[config.mk]
export PLATFORM = sky130hd
export DESIGN_NAME = seg7_decode_monitor
export DESIGN_NICKNAME = d
export VERILOG_FILES = /design/src/rtl/seg7_pkg.sv /design/src/rtl/seg7_stable_filter.sv /design/src/rtl/seg7_decode_monitor.sv
export SDC_FILE = /design/constraint.sdc
export NUM_CORES = 1
export LEC_CHECK = 0
export ABC_AREA = 1
export BUFFER_PORTS_ARGS = -buffer_cell sky130_fd_sc_hd__buf_4
export CORE_MARGIN = 1
export CORE_UTILIZATION = 50
export DETAILED_ROUTE_END_ITERATION = 12
export GPL_ROUTABILITY_DRIVEN = 0
export PLACE_DENSITY = 0.69
export SYNTH_ARGS = -nofsm -noshare
export SYNTH_HDL_FRONTEND = slang
export SYNTH_HIERARCHICAL = 1
export SYNTH_SLANG_ARGS = --single-unit
[constraint.sdc]
create_clock -name clk -period 3.5 [get_ports clk]
set_input_delay 1.05 -clock clk [delete_from_list [all_inputs] [get_ports clk]]
set_output_delay 1.05 -clock clk [all_outputs]
set_load 0.01 [all_outputs]
[src/rtl/seg7_pkg.sv]
// Shared seven-segment definitions for the encoder and the decode monitor.
// Bit order of every segment code: {g,f,e,d,c,b,a}, bit 0 = segment a, active-high.
package seg7_pkg;

    localparam int unsigned SEG_WIDTH   = 7;
    localparam int unsigned DIGIT_WIDTH = 4;

    localparam logic [SEG_WIDTH-1:0] SEG_0     = 7'h3F;
    localparam logic [SEG_WIDTH-1:0] SEG_1     = 7'h06;
    localparam logic [SEG_WIDTH-1:0] SEG_2     = 7'h5B;
    localparam logic [SEG_WIDTH-1:0] SEG_3     = 7'h4F;
    localparam logic [SEG_WIDTH-1:0] SEG_4     = 7'h66;
    localparam logic [SEG_WIDTH-1:0] SEG_5     = 7'h6D;
    localparam logic [SEG_WIDTH-1:0] SEG_6     = 7'h7D;
    localparam logic [SEG_WIDTH-1:0] SEG_7     = 7'h07;
    localparam logic [SEG_WIDTH-1:0] SEG_8     = 7'h7F;
    localparam logic [SEG_WIDTH-1:0] SEG_9     = 7'h6F;
    localparam logic [SEG_WIDTH-1:0] SEG_BLANK = 7'h00;

    typedef enum logic {
        WAIT_FIRST = 1'b0,
        LOCKED     = 1'b1
    } mon_state_e;

    typedef struct packed {
        logic                   valid;
        logic [DIGIT_WIDTH-1:0] digit;
    } seg_decode_t;

    // Map a segment code back to its digit; anything outside the table is invalid.
    function automatic seg_decode_t seg7_decode(input logic [SEG_WIDTH-1:0] code);
        seg_decode_t res;
        res.valid = 1'b1;
        res.digit = 4'd0;
        case (code)
            SEG_0:     res.digit = 4'd0;
            SEG_1:     res.digit = 4'd1;
            SEG_2:     res.digit = 4'd2;
            SEG_3:     res.digit = 4'd3;
            SEG_4:     res.digit = 4'd4;
            SEG_5:     res.digit = 4'd5;
            SEG_6:     res.digit = 4'd6;
            SEG_7:     res.digit = 4'd7;
            SEG_8:     res.digit = 4'd8;
            SEG_9:     res.digit = 4'd9;
            SEG_BLANK: res.valid = 1'b0;
            default:   res.valid = 1'b0;
        endcase
        return res;
    endfunction

endpackage

[src/rtl/seg7_stable_filter.sv]
// Two-flop synchroniser followed by a stability filter that strobes once per new stable pattern.
module seg7_stable_filter
    import seg7_pkg::*;
#(
    parameter int unsigned STABLE_CYCLES = 4
) (
    input  logic                 clk,
    input  logic                 reset,
    input  logic [SEG_WIDTH-1:0] segments_in,
    output logic [SEG_WIDTH-1:0] candidate,
    output logic                 accept_c
);

    localparam int unsigned CNT_W = $clog2(STABLE_CYCLES + 1);
    localparam logic [CNT_W-1:0] CNT_MAX = CNT_W'(STABLE_CYCLES);

    logic [SEG_WIDTH-1:0] sync1;
    logic [SEG_WIDTH-1:0] sync2;
    logic [SEG_WIDTH-1:0] accepted;
    logic [CNT_W-1:0]     count;

    // A pattern is accepted once it has held long enough and differs from the last one accepted.
    assign accept_c = (count == CNT_MAX) && (candidate != accepted);

    // Synchroniser stages
    always_ff @(posedge clk) begin
        if (reset) begin
            sync1 <= '0;
            sync2 <= '0;
        end else begin
            sync1 <= segments_in;
            sync2 <= sync1;
        end
    end

    // Candidate tracking with saturating stability count
    always_ff @(posedge clk) begin
        if (reset) begin
            candidate <= '0;
            count     <= '0;
        end else if (sync2 != candidate) begin
            candidate <= sync2;
            count     <= CNT_W'(1);
        end else if (count != CNT_MAX) begin
            count     <= count + CNT_W'(1);
        end
    end

    // Remember the accepted pattern so each stable pattern strobes only once
    always_ff @(posedge clk) begin
        if (reset) begin
            accepted <= '0;
        end else if (accept_c) begin
            accepted <= candidate;
        end
    end

endmodule

[src/rtl/seg7_decode_monitor.sv]
// Decodes filtered segment patterns, checks digit sequencing and measures the digit period.
module seg7_decode_monitor
    import seg7_pkg::*;
#(
    parameter int unsigned STABLE_CYCLES = 4,
    parameter int unsigned LAST_DIGIT    = 9,
    parameter int unsigned PERIOD_WIDTH  = 24
) (
    input  logic                    clk,
    input  logic                    reset,
    input  logic [SEG_WIDTH-1:0]    segments_in,
    input  logic                    clear_errors,
    output logic [DIGIT_WIDTH-1:0]  digit_out,
    output logic                    digit_valid,
    output logic                    change_pulse,
    output logic                    invalid_pattern,
    output logic                    pattern_error,
    output logic                    seq_error,
    output logic [PERIOD_WIDTH-1:0] period_cycles,
    output logic                    period_valid
);

    localparam logic [DIGIT_WIDTH-1:0]  LAST_D  = DIGIT_WIDTH'(LAST_DIGIT);
    localparam logic [PERIOD_WIDTH-1:0] PER_ONE = PERIOD_WIDTH'(1);

    logic [SEG_WIDTH-1:0]    candidate;
    logic                    accept_c;
    seg_decode_t             dec;
    logic                    digit_ok;
    logic [DIGIT_WIDTH-1:0]  expected;

    mon_state_e              state, state_next;
    logic [PERIOD_WIDTH-1:0] period_cnt, period_cnt_next;
    logic [DIGIT_WIDTH-1:0]  digit_next;
    logic                    digit_valid_next;
    logic                    change_next;
    logic                    invalid_next;
    logic                    pattern_error_next;
    logic                    seq_error_next;
    logic [PERIOD_WIDTH-1:0] period_next;
    logic                    period_valid_next;

    seg7_stable_filter #(
        .STABLE_CYCLES (STABLE_CYCLES)
    ) u_filter (
        .clk         (clk),
        .reset       (reset),
        .segments_in (segments_in),
        .candidate   (candidate),
        .accept_c    (accept_c)
    );

    assign dec      = seg7_decode(candidate);
    assign digit_ok = dec.valid && (dec.digit <= LAST_D);
    assign expected = (digit_out == LAST_D) ? 4'd0 : digit_out + 4'd1;

    // State and registered outputs
    always_ff @(posedge clk) begin
        if (reset) begin
            state           <= WAIT_FIRST;
            period_cnt      <= '0;
            digit_out       <= '0;
            digit_valid     <= 1'b0;
            change_pulse    <= 1'b0;
            invalid_pattern <= 1'b0;
            pattern_error   <= 1'b0;
            seq_error       <= 1'b0;
            period_cycles   <= '0;
            period_valid    <= 1'b0;
        end else begin
            state           <= state_next;
            period_cnt      <= period_cnt_next;
            digit_out       <= digit_next;
            digit_valid     <= digit_valid_next;
            change_pulse    <= change_next;
            invalid_pattern <= invalid_next;
            pattern_error   <= pattern_error_next;
            seq_error       <= seq_error_next;
            period_cycles   <= period_next;
            period_valid    <= period_valid_next;
        end
    end

    // Next-state, sequence check and period measurement on each accepted pattern
    always_comb begin
        state_next         = state;
        digit_next         = digit_out;
        digit_valid_next   = digit_valid;
        change_next        = 1'b0;
        invalid_next       = invalid_pattern;
        pattern_error_next = pattern_error & ~clear_errors;
        seq_error_next     = seq_error & ~clear_errors;
        period_next        = period_cycles;
        period_valid_next  = period_valid;
        period_cnt_next    = period_cnt;

        // Free-running period count while locked, stuck at all-ones on overflow
        if ((state == LOCKED) && (period_cnt != '1)) begin
            period_cnt_next = period_cnt + PER_ONE;
        end

        if (accept_c) begin
            change_next = 1'b1;
            if (digit_ok) begin
                digit_next       = dec.digit;
                digit_valid_next = 1'b1;
                invalid_next     = 1'b0;
                period_cnt_next  = PER_ONE;
                if (state == WAIT_FIRST) begin
                    state_next = LOCKED;
                end else begin
                    if (dec.digit != expected) begin
                        seq_error_next = 1'b1;
                    end
                    period_next       = period_cnt;
                    period_valid_next = 1'b1;
                end
            end else begin
                invalid_next       = 1'b1;
                digit_valid_next   = 1'b0;
                pattern_error_next = 1'b1;
                state_next         = WAIT_FIRST;
                period_cnt_next    = '0;
                period_valid_next  = 1'b0;
            end
        end
    end

endmodule

-- Yosys cells after proc, flatten, opt, wreduce, memory -nomap -nowiden
Cells that the tools add are included.
- flip-flop bits (word level): 89
- input bits: 10
- output and inout port bits: 34
- word-level logic and storage cells: 69
- add/subtract/negate cells: 3
- $lt $le $gt $ge: 1
- equal/unequal tests: 18
- multiplexer cells: 19
- bitwise operators: 3
- reduce and logical (&&, ||, !) cells: 10
- operator list (kind ; number):
    equality test 7 bit, second input constant ; 7
    2-to-1 mux 24 bit ; 2
    case mux 4 bit (9 select lines) ; 1
    adder 24 x 1 -> 24 bit, second input constant ; 1
    inequality test 24 bit, second input constant ; 1
    2-to-1 mux 1 bit ; 15
    equality test 7 x 3 -> 1 bit, second input constant ; 2
    inequality test 7 bit ; 2
    OR reduction 10 bit ; 1
    equality test 7 x 6 -> 1 bit, second input constant ; 1
    adder 4 x 1 -> 4 bit, second input constant ; 1
    equality test 4 bit, second input constant ; 1
    less-or-equal comparator 4 bit, second input constant ; 1
    2-to-1 mux 4 bit ; 1
    inequality test 4 bit ; 1
    AND reduction 2 bit ; 2
    nonzero test 2 bit ; 2
    adder 3 x 1 -> 3 bit, second input constant ; 1
    equality test 3 bit, second input constant ; 1
    logical AND 1 bit ; 3
    inequality test 3 bit, second input constant ; 1
    AND reduction 3 bit ; 1
    AND 1 bit ; 2
    inequality test 2 x 1 -> 1 bit, second input constant ; 1
    2 further kinds ; 2

-- Longest topological paths before layout
Gate-level depths: netlist of run 1.
- depth after elaboration: 7
- depth in mapped cells: 14
- mapped depth without buffers: 13

-- Modules after synthesis
Netlist of run 1, hierarchy kept.
- by module, submodules not included (module ; times used ; cells an instance ; area each (um^2) ; seq. area each (um^2)):
    seg7_decode_monitor ; 1 ; 485 ; 3001.6 ; 1161.1
    seg7_stable_filter ; 1 ; 162 ; 1275.0 ; 620.6

-- Worst setup path before layout of run 1
Ideal clock, no wire load.
- kind: input to register
- from: input port reset
- to: register period_cnt[17]
- setup time: 64 ps
- data arrival time: 1915 ps
- data required time: 3436 ps
- path slack: 1521 ps
- cell stages on the path: 5
- path buffers: 2
- cell sequence: clkbuf_1 -> nor2_1 -> clkbuf_1 -> nand2_1 -> nor2_1
- RTL lines (item ; RTL line ; RTL):
    from (decl) ; seg7_decode_monitor.sv:10 ; input logic reset,
    to (signal assigned) ; seg7_decode_monitor.sv:72 ; period_cnt <= period_cnt_next;
    to (decl) ; seg7_decode_monitor.sv:33 ; logic [PERIOD_WIDTH-1:0] period_cnt, period_cnt_next;

-- Worst setup path after layout of run 1
- from: register period_cnt[1]
- to: register period_cnt[22]
- cells in the longest elaborated chain, start to end: 3
- elaborated cells on any way between the ends: 6
- those cells by class: add/sub: 1; eq/ne: 1; mux: 2; reduce/logical: 2
- ends and longest elaborated chain (item ; RTL line ; RTL):
    adder 24 x 1 -> 24 bit / inequality test 24 bit (equally long branches) ; seg7_decode_monitor.sv:99, seg7_decode_monitor.sv:98 ;
    2-to-1 mux 24 bit / logical AND 1 bit (equally long branches) ; seg7_decode_monitor.sv:98 ; if ((state == LOCKED) && (period_cnt != '1)) begin
    2-to-1 mux 24 bit / nonzero test 2 bit (equally long branches) ; n/a ;
Several ways; a longest one is shown, not always the timed one. The select of a mux whose other input is x is not followed.
A chain may end at the register's enable or synchronous reset.

==> results of run 1 <==
## worst max-delay path, stage by stage, from the launching register on
cell and delay, ns:
sky130_fd_sc_hd__dfxtp_1 0.39, sky130_fd_sc_hd__ha_1 0.19, sky130_fd_sc_hd__nand2_1 0.07, sky130_fd_sc_hd__nor2_1 0.23, sky130_fd_sc_hd__nand2_1 0.11, sky130_fd_sc_hd__nor3_1 0.23
sky130_fd_sc_hd__nand2_1 0.08, sky130_fd_sc_hd__nand2_1 0.50, sky130_fd_sc_hd__nor2_1 0.14, sky130_fd_sc_hd__nand2_1 0.12, sky130_fd_sc_hd__nand2_1 0.06, sky130_fd_sc_hd__nand2_1 0.05
sky130_fd_sc_hd__nor2_1 0.04
## cell families (layout without fill, tap and decap cells)
kind of cell / after synthesis / count (layout)
multiplexers: 3 / 3
AND/OR/NAND/NOR: 371 / 371
AO/OA/AOI/OAI: 42 / 42
flip-flops: 89 / 89
adder cells (fa/ha/maj): 3 / 3
buffers and inverters: 126 / 172
XOR/XNOR: 13 / 13
## registers in the layout, summed over array words and instances (netlist names), 3 cells and up
signal,cells
period_cnt,24
period_cycles,24
u_filter/accepted,7
u_filter/candidate,7
u_filter/sync1,7
u_filter/sync2,7
digit_out,4
u_filter/count,3
## layout make-up
class                   instances  share of cell area (%)
multi-input cells             432                    40.7
flip-flops and latches         89                    36.5
inverters                     111                    8.59
repair buffers                 46                    7.07
clock buffers                  11                    2.90
well taps                     105                    2.69
clock inverters                 4                    1.56
## routing by layer
metal / part of all wire (%) / GRT usage [%]
met3: 3.9 / 4.35
met4: 0.76 / 7.07
met1: 51 / 27.6
met2: 44 / 32.8
met5: 0 / 0
## synth_stat cells
cell	n	area [um2]
sky130_fd_sc_hd__buf_6	2	22.5
sky130_fd_sc_hd__nand3b_1	6	45.0
sky130_fd_sc_hd__nor3_1	14	70.1
sky130_fd_sc_hd__nor2_2	2	12.5
sky130_fd_sc_hd__clkbuf_1	6	22.5
sky130_fd_sc_hd__inv_2	3	11.3
sky130_fd_sc_hd__nor2_1	131	492
sky130_fd_sc_hd__nor2_4	2	22.5
sky130_fd_sc_hd__o21ai_0	17	85.1
sky130_fd_sc_hd__nand2_1	164	616
sky130_fd_sc_hd__clkbuf_8	1	13.8
sky130_fd_sc_hd__nand4_1	7	43.8
sky130_fd_sc_hd__inv_1	105	394
sky130_fd_sc_hd__and3_4	1	11.3
sky130_fd_sc_hd__nand3_2	1	10.0
sky130_fd_sc_hd__nand2_2	8	50.1
sky130_fd_sc_hd__xnor2_1	3	26.3
sky130_fd_sc_hd__mux2i_1	3	30.0
sky130_fd_sc_hd__nor3b_1	2	15.0
sky130_fd_sc_hd__nor4_1	2	12.5
sky130_fd_sc_hd__o22ai_1	1	6.26
sky130_fd_sc_hd__buf_2	6	30.0
sky130_fd_sc_hd__inv_4	1	6.26
sky130_fd_sc_hd__nand3_1	25	125
sky130_fd_sc_hd__xor2_1	10	87.6
sky130_fd_sc_hd__nor3_2	3	30.0
sky130_fd_sc_hd__a21oi_1	22	110
sky130_fd_sc_hd__ha_1	3	37.5
sky130_fd_sc_hd__o21bai_1	1	7.51
sky130_fd_sc_hd__dfxtp_1	89	1780
sky130_fd_sc_hd__clkinv_1	2	7.51
sky130_fd_sc_hd__nand2_4	3	33.8
sky130_fd_sc_hd__a22oi_1	1	7.51
## report_power, final
part / internal, uW / switching (uW)
Combinational: 27.9 / 47.3
Sequential: 1020 / 9.84
Clock: 421 / 356
Total: 1470 / 414
## how the worst min path moves through the flow
stage                           start                 to  slack (ns)  cells past startpoint
global route        u_filter/sync1[3]  u_filter/sync2[3]        0.41                      2
global placement    u_filter/sync1[0]  u_filter/sync2[0]        0.39                      2
detailed placement  u_filter/sync1[3]  u_filter/sync2[3]        0.39                      2
CTS                 u_filter/sync1[3]  u_filter/sync2[3]        0.40                      2
finish              u_filter/sync1[1]  u_filter/sync2[1]        0.40                      2
floorplan           u_filter/sync1[0]  u_filter/sync2[0]        0.39                      2
## stage by stage
step	power (uW)	cell area, um2	setup WS, ns	utilization, %	hold slack [ns]
6_report	1890	4880	1.18	59.1	0.404
5_1_grt	1960	4880	0.898	59.1	0.410
4_1_cts	1910	4880	1.22	59.1	0.404
3_5_place_dp	1130	4660	1.23	56.5	0.392
3_3_place_gp	1130	4660	1.25	56.5	0.389
2_1_floorplan	1110	4280	1.52	-	0.388
==> impl_metrics.py, run 1 <==
metrics = {
    "run_status": {
        "status": "finished, final reports clean",
    },
    "sta": {
        "slew_violations": 0,
        "finalCritPeriodShare_pct": 66.2,
        "finalSetupViolations": 0,
        "grt_setup_unrepaired": "false",
        "setup_tns_ns": 0,
        "skew_ns": 0.0118,
        "final.min_clock_period_ns": 2.32,
        "max_clock_freq_ghz": 0.431,
        "timing_worst_slew_pin_value_ns": 0.664,
        "maxSlewHeadroom_pct": 55.6,
        "hold_viol_final": 0,
    },
    "critical_path": {
        "setup.worst_path.start_class": "flip-flop",
        "timing.critical_path.required_ns": 3.75,
        "critical_path.endpoint": "period_cnt[22]",
        "r2r-start": "period_cnt[1]",
        "critical_path_arrival_ns": 2.57,
        "crit_type": "flip-flop to flip-flop",
        "r2r_setup_slack_ns": 1.18,
        "worst_r2r_path_depth": 12,
        "endpoint_kind": "flip-flop",
        "worstPathMaxFanout": 21,
        "critical_path.startpoint": "period_cnt[1]",
        "reg2reg_to": "period_cnt[22]",
    },
    "run": {
        "drv.max_cap_violation_count": 0,
    },
    "placed_design": {
        "placed_cells": 783,
        "place.detailed.hpwl_um": 6110,
        "port_buffers": 43,
    },
    "drt": {
        "detail_route.wirelength_um": 8550,
        "routed-via-count": 3811,
        "drt_pass_1_iters": 5,
        "antenna_violating_nets_post_route": 0,
        "detail_route.drc_violations": 0,
        "detail_route.vias_per_cell": 4.78,
        "drt_iter0_drc": 184,
        "avgRoutedWirePerCell_um": 10.7,
    },
    "finish": {
        "commonest_cells_after_routing_fill_and_taps_aside": "164 x sky130_fd_sc_hd__nand2_1, 131 x sky130_fd_sc_hd__nor2_1, 105 x sky130_fd_sc_hd__inv_1",
        "fillerInstances": 788,
        "drive_gt1_share_pct": 12.1,
        "num-nets-final": 702,
        "layout.cells.most_common": "sky130_fd_sc_hd__nand2_1",
        "finalNonFillerCells": 798,
        "diodes": 0,
        "synthToLayoutAreaGrowth_pct": 14.2,
        "layout.area.seq_um2": 1780,
        "multiInputGateArea_um2": 1990,
    },
    "clock_network": {
        "tritoncts_num_sinks": 89,
        "cts.htree.levels": 3,
        "cts_root_buf": "sky130_fd_sc_hd__clkbuf_8",
        "post_cts_resize_count": 0,
        "cts.hold.buffers_added": 0,
        "postCtsSetupRepairBufs": 0,
        "cts-root-to-sink-buffers": 2,
        "cts.clk_slew.worst_paths_ns": 0.08,
        "total_clock_buffers_created_by_cts": 9,
        "worstSkewPairLatency_ns": 0.35,
        "tritoncts": "done",
    },
    "logic_synthesis": {
        "synth_sequential_area_ratio_pct": 41.7,
        "synth-simple-area-share_pct": 37.2,
        "synth_warnings": 6,
        "xor_xnor_fraction_of_synth_area_pct": 2.66,
        "compound_gate_portion_of_the_synthesized_area_pct": 5.06,
        "synth_cell_type_count": 33,
        "synth_top_family_by_area": "simple AND/OR/NAND/NOR gates",
        "post_synth.cell_area_avg_um2": 6.61,
        "summed_instance_area_of_the_synthesized_netlist_um2": 4280,
        "share_of_synthesized_cell_area_in_full_adder_half_adder_and_majority_cells_pct": 0.878,
        "synth_seq_cells": 89,
        "mappedNetlistNets": 660,
        "synth_mux_area_share_pct": 0.702,
        "netlist_instances": 647,
    },
    "global_routing": {
        "grt_max_degree": 50,
        "grt_overflow_total": 0,
        "number_of_antenna_violations_at_the_first_check_in_global_routing": 0,
        "grt.total_usage_pct": 20.6,
        "first_global_vias": 3377,
        "wire_length_of_the_first_global_routing_pass_um": 14700,
    },
    "die": {
        "floorplan.initialDensity_pct": 51.8,
        "die_w_um": 94.5,
        "die_area_um2": 8930,
        "die_height_um": 94.5,
        "top_level_ports": 44,
        "std_cell_rows": 33,
        "core_um2": 8260,
    },
    "hold_path": {
        "worstHoldPathType": "flip-flop to flip-flop",
    },
    "power": {
        "ir_drop_worst_case_vdd_mv": 0.187,
        "power.static_leakage_uw": 0.00239,
        "pwr_density_cell_nw_per_um2": 386,
    },
}
No activity file was read; power rests on OpenSTA's default activity.
==> run 2: changes to the inputs <==
==> constraint.sdc (replaced) <==
create_clock -name clk -period 2.4 [get_ports clk]
set_input_delay 0.72 -clock clk [delete_from_list [all_inputs] [get_ports clk]]
set_output_delay 0.72 -clock clk [all_outputs]
set_load 0.01 [all_outputs]
==> run 2 against run 1 <==
Design area rose by 0.92%. Setup slack got worse by 0.92 ns. Sequential power rose by 47%. Die area did not move. Register-to-register slack got worse by 0.92 ns. Core utilization rose by 0.55 points. Final cell count rose by 0.63%. Worst hold slack improved by 0.0027 ns. First-iteration DRC count fell by 26%. Non-clock buffer count rose by 4. Sequential cell count did not move. Critical endpoint is now period_cycles[22]. Largest cell class unchanged.
==> impl_metrics.py, run 2 (synthesized netlist as in run 1, its figures left out) <==
metrics = {
    "sta": {
        "timing_worst_slew_pin_value_ns": 0.747,
        "maxSlewHeadroom_pct": 50.2,
        "grt_setup_unrepaired": "false",
        "final.min_clock_period_ns": 2.14,
        "finalCritPeriodShare_pct": 89.2,
        "setup_tns_ns": 0,
        "slew_violations": 0,
        "hold_viol_final": 0,
        "max_clock_freq_ghz": 0.467,
        "skew_ns": 0.00705,
        "finalSetupViolations": 0,
    },
    "power": {
        "combinationalPowerShare_pct": 4.0,
        "ir_drop_worst_case_vdd_mv": 0.336,
        "swShare_pct": 23.3,
        "power.static_leakage_uw": 0.00242,
        "net-switching-power_uw": 650,
        "power.share.clock_pct": 41.9,
        "power_report.internal_total_uw": 2130,
        "pwr-share-seq_pct": 54.1,
        "pwr_density_cell_nw_per_um2": 565,
    },
    "global_routing": {
        "grt_max_degree": 50,
        "number_of_antenna_violations_at_the_first_check_in_global_routing": 0,
        "grt_overflow_total": 0,
        "grt.total_usage_pct": 20.4,
        "first_global_vias": 3344,
        "wire_length_of_the_first_global_routing_pass_um": 14500,
    },
    "clock_network": {
        "tritoncts_num_sinks": 89,
        "postCtsSetupRepairBufs": 0,
        "worstSkewPairLatency_ns": 0.36,
        "tritoncts": "done",
        "total_clock_buffers_created_by_cts": 9,
        "cts.htree.levels": 3,
        "cts.hold.buffers_added": 0,
        "post_cts_resize_count": 0,
        "cts_root_buf": "sky130_fd_sc_hd__clkbuf_8",
        "cts-root-to-sink-buffers": 2,
        "cts.clk_slew.worst_paths_ns": 0.09,
    },
    "run_status": {
        "status": "finished, final reports clean",
    },
    "placed_design": {
        "placed_instance_area_um2": 4690,
        "place.detailed.hpwl_um": 6090,
        "port_buffers": 43,
    },
    "run": {
        "drv.max_cap_violation_count": 0,
    },
    "hold_path": {
        "hold_end": "u_filter/sync2[0]",
        "worstHoldPathType": "flip-flop to flip-flop",
        "hold_depth": 2,
        "hold_path.startpoint": "u_filter/sync1[0]",
    },
    "drt": {
        "detail_route.wirelength_um": 8580,
        "avgRoutedWirePerCell_um": 10.7,
        "drt_pass_1_iters": 4,
        "drt_iter0_drc": 137,
        "routed-via-count": 3828,
        "antenna_violating_nets_post_route": 0,
        "detail_route.drc_violations": 0,
        "detail_route.vias_per_cell": 4.77,
    },
    "die": {
        "die_w_um": 94.5,
        "die_area_um2": 8930,
        "die_height_um": 94.5,
        "floorplan.initialDensity_pct": 51.8,
        "top_level_ports": 44,
        "std_cell_rows": 33,
        "core_um2": 8260,
    },
    "critical_path": {
        "worstPathMaxFanout": 49,
        "worst_r2r_path_depth": 11,
        "r2r_setup_slack_ns": 0.26,
        "timing.critical_path.required_ns": 2.65,
        "r2r-start": "u_filter/candidate[4]",
        "setup.worst_path.start_class": "flip-flop",
        "crit_type": "flip-flop to flip-flop",
        "critical_path_arrival_ns": 2.39,
        "reg2reg_to": "period_cycles[22]",
        "endpoint_kind": "flip-flop",
    },
    "finish": {
        "utilization_pct": 59.7,
        "postLayoutCellArea_um2": 4930,
        "num-nets-final": 706,
        "layout.cells.most_common": "sky130_fd_sc_hd__nand2_1",
        "commonest_cells_after_routing_fill_and_taps_aside": "163 x sky130_fd_sc_hd__nand2_1, 131 x sky130_fd_sc_hd__nor2_1, 105 x sky130_fd_sc_hd__inv_1",
        "biggestRegsByFlops": "period_cnt (24), period_cycles (24)",
        "diodes": 0,
        "synthToLayoutAreaGrowth_pct": 15.2,
        "drive_gt1_share_pct": 13.2,
    },
}
-- run 2: cell types whose count changed in the layout (fill, tap and decap cells not counted), sizes merged --
cell,before,now
buf,46,50
clkbuf,11,9
clkinv,2,5
clkinvlp,1,0
inv,110,111
-- run 2: critical path: stages, from the launching register on --
cell and delay, ns:
sky130_fd_sc_hd__dfxtp_1 0.48, sky130_fd_sc_hd__inv_1 0.14, sky130_fd_sc_hd__nand2_2 0.09, sky130_fd_sc_hd__nor2_1 0.07
sky130_fd_sc_hd__a22oi_1 0.31, sky130_fd_sc_hd__nand3_2 0.17, sky130_fd_sc_hd__nand2_4 0.12, sky130_fd_sc_hd__inv_2 0.05
sky130_fd_sc_hd__nand2_4 0.36, sky130_fd_sc_hd__nand2_1 0.09, sky130_fd_sc_hd__nand2_1 0.08, sky130_fd_sc_hd__nor2_1 0.04
-- run 2: worst max path at each step --
stage	startpoint	to	slack, ns	cells after the start
after floorplan	u_filter/candidate[6]	period_cycles[18]	0.53	13
after global placement	period_cnt[0]	period_cnt[17]	0.11	9
after detailed placement	period_cnt[0]	period_cnt[19]	0.05	9
after CTS	period_cnt[0]	period_cnt[19]	0.02	9
after global routing	period_cnt[0]	period_cnt[0]	0.006	11
final	u_filter/candidate[4]	period_cycles[22]	0.26	11
-- run 2: per-stage QoR --
step           instances  hold WS, ns  power [uW]  setup WS, ns
2_1_floorplan        647        0.388        1620         0.527
3_3_place_gp         787        0.389        1650         0.109
3_5_place_dp         787        0.394        1650        0.0501
4_1_cts              803        0.407        2820        0.0198
5_1_grt              803        0.419        2890       0.00576
6_report             803        0.407        2780         0.260
-- run 2: cell type report --
cell class / instances / area [um2]
clock buffer: 9 / 124
multi-input combinational: 432 / 1990
sequential: 89 / 1780
fill: 822 / 3330
clock inverter: 7 / 103
timing repair buffer: 50 / 375
tap: 105 / 131
inverter: 111 / 419
-- run 2: routing by layer --
layer	up-vias	routed length, um	GRT usage, %
li1	2047	-	-
met1	1685	4230	26.3
met2	80	3900	33.3
met3	16	332	4.19
met4	0	121	8.08
met5	-	0	0
-- run 2: power by group through the flow --
stage	Clock, uW	Combinational (uW)	Sequential (uW)
final	1170	111	1510
after global routing	1260	126	1510
after CTS	1200	112	1510
after detailed placement	0	112	1540
after global placement	0	108	1540
after floorplan	0	81.2	1540
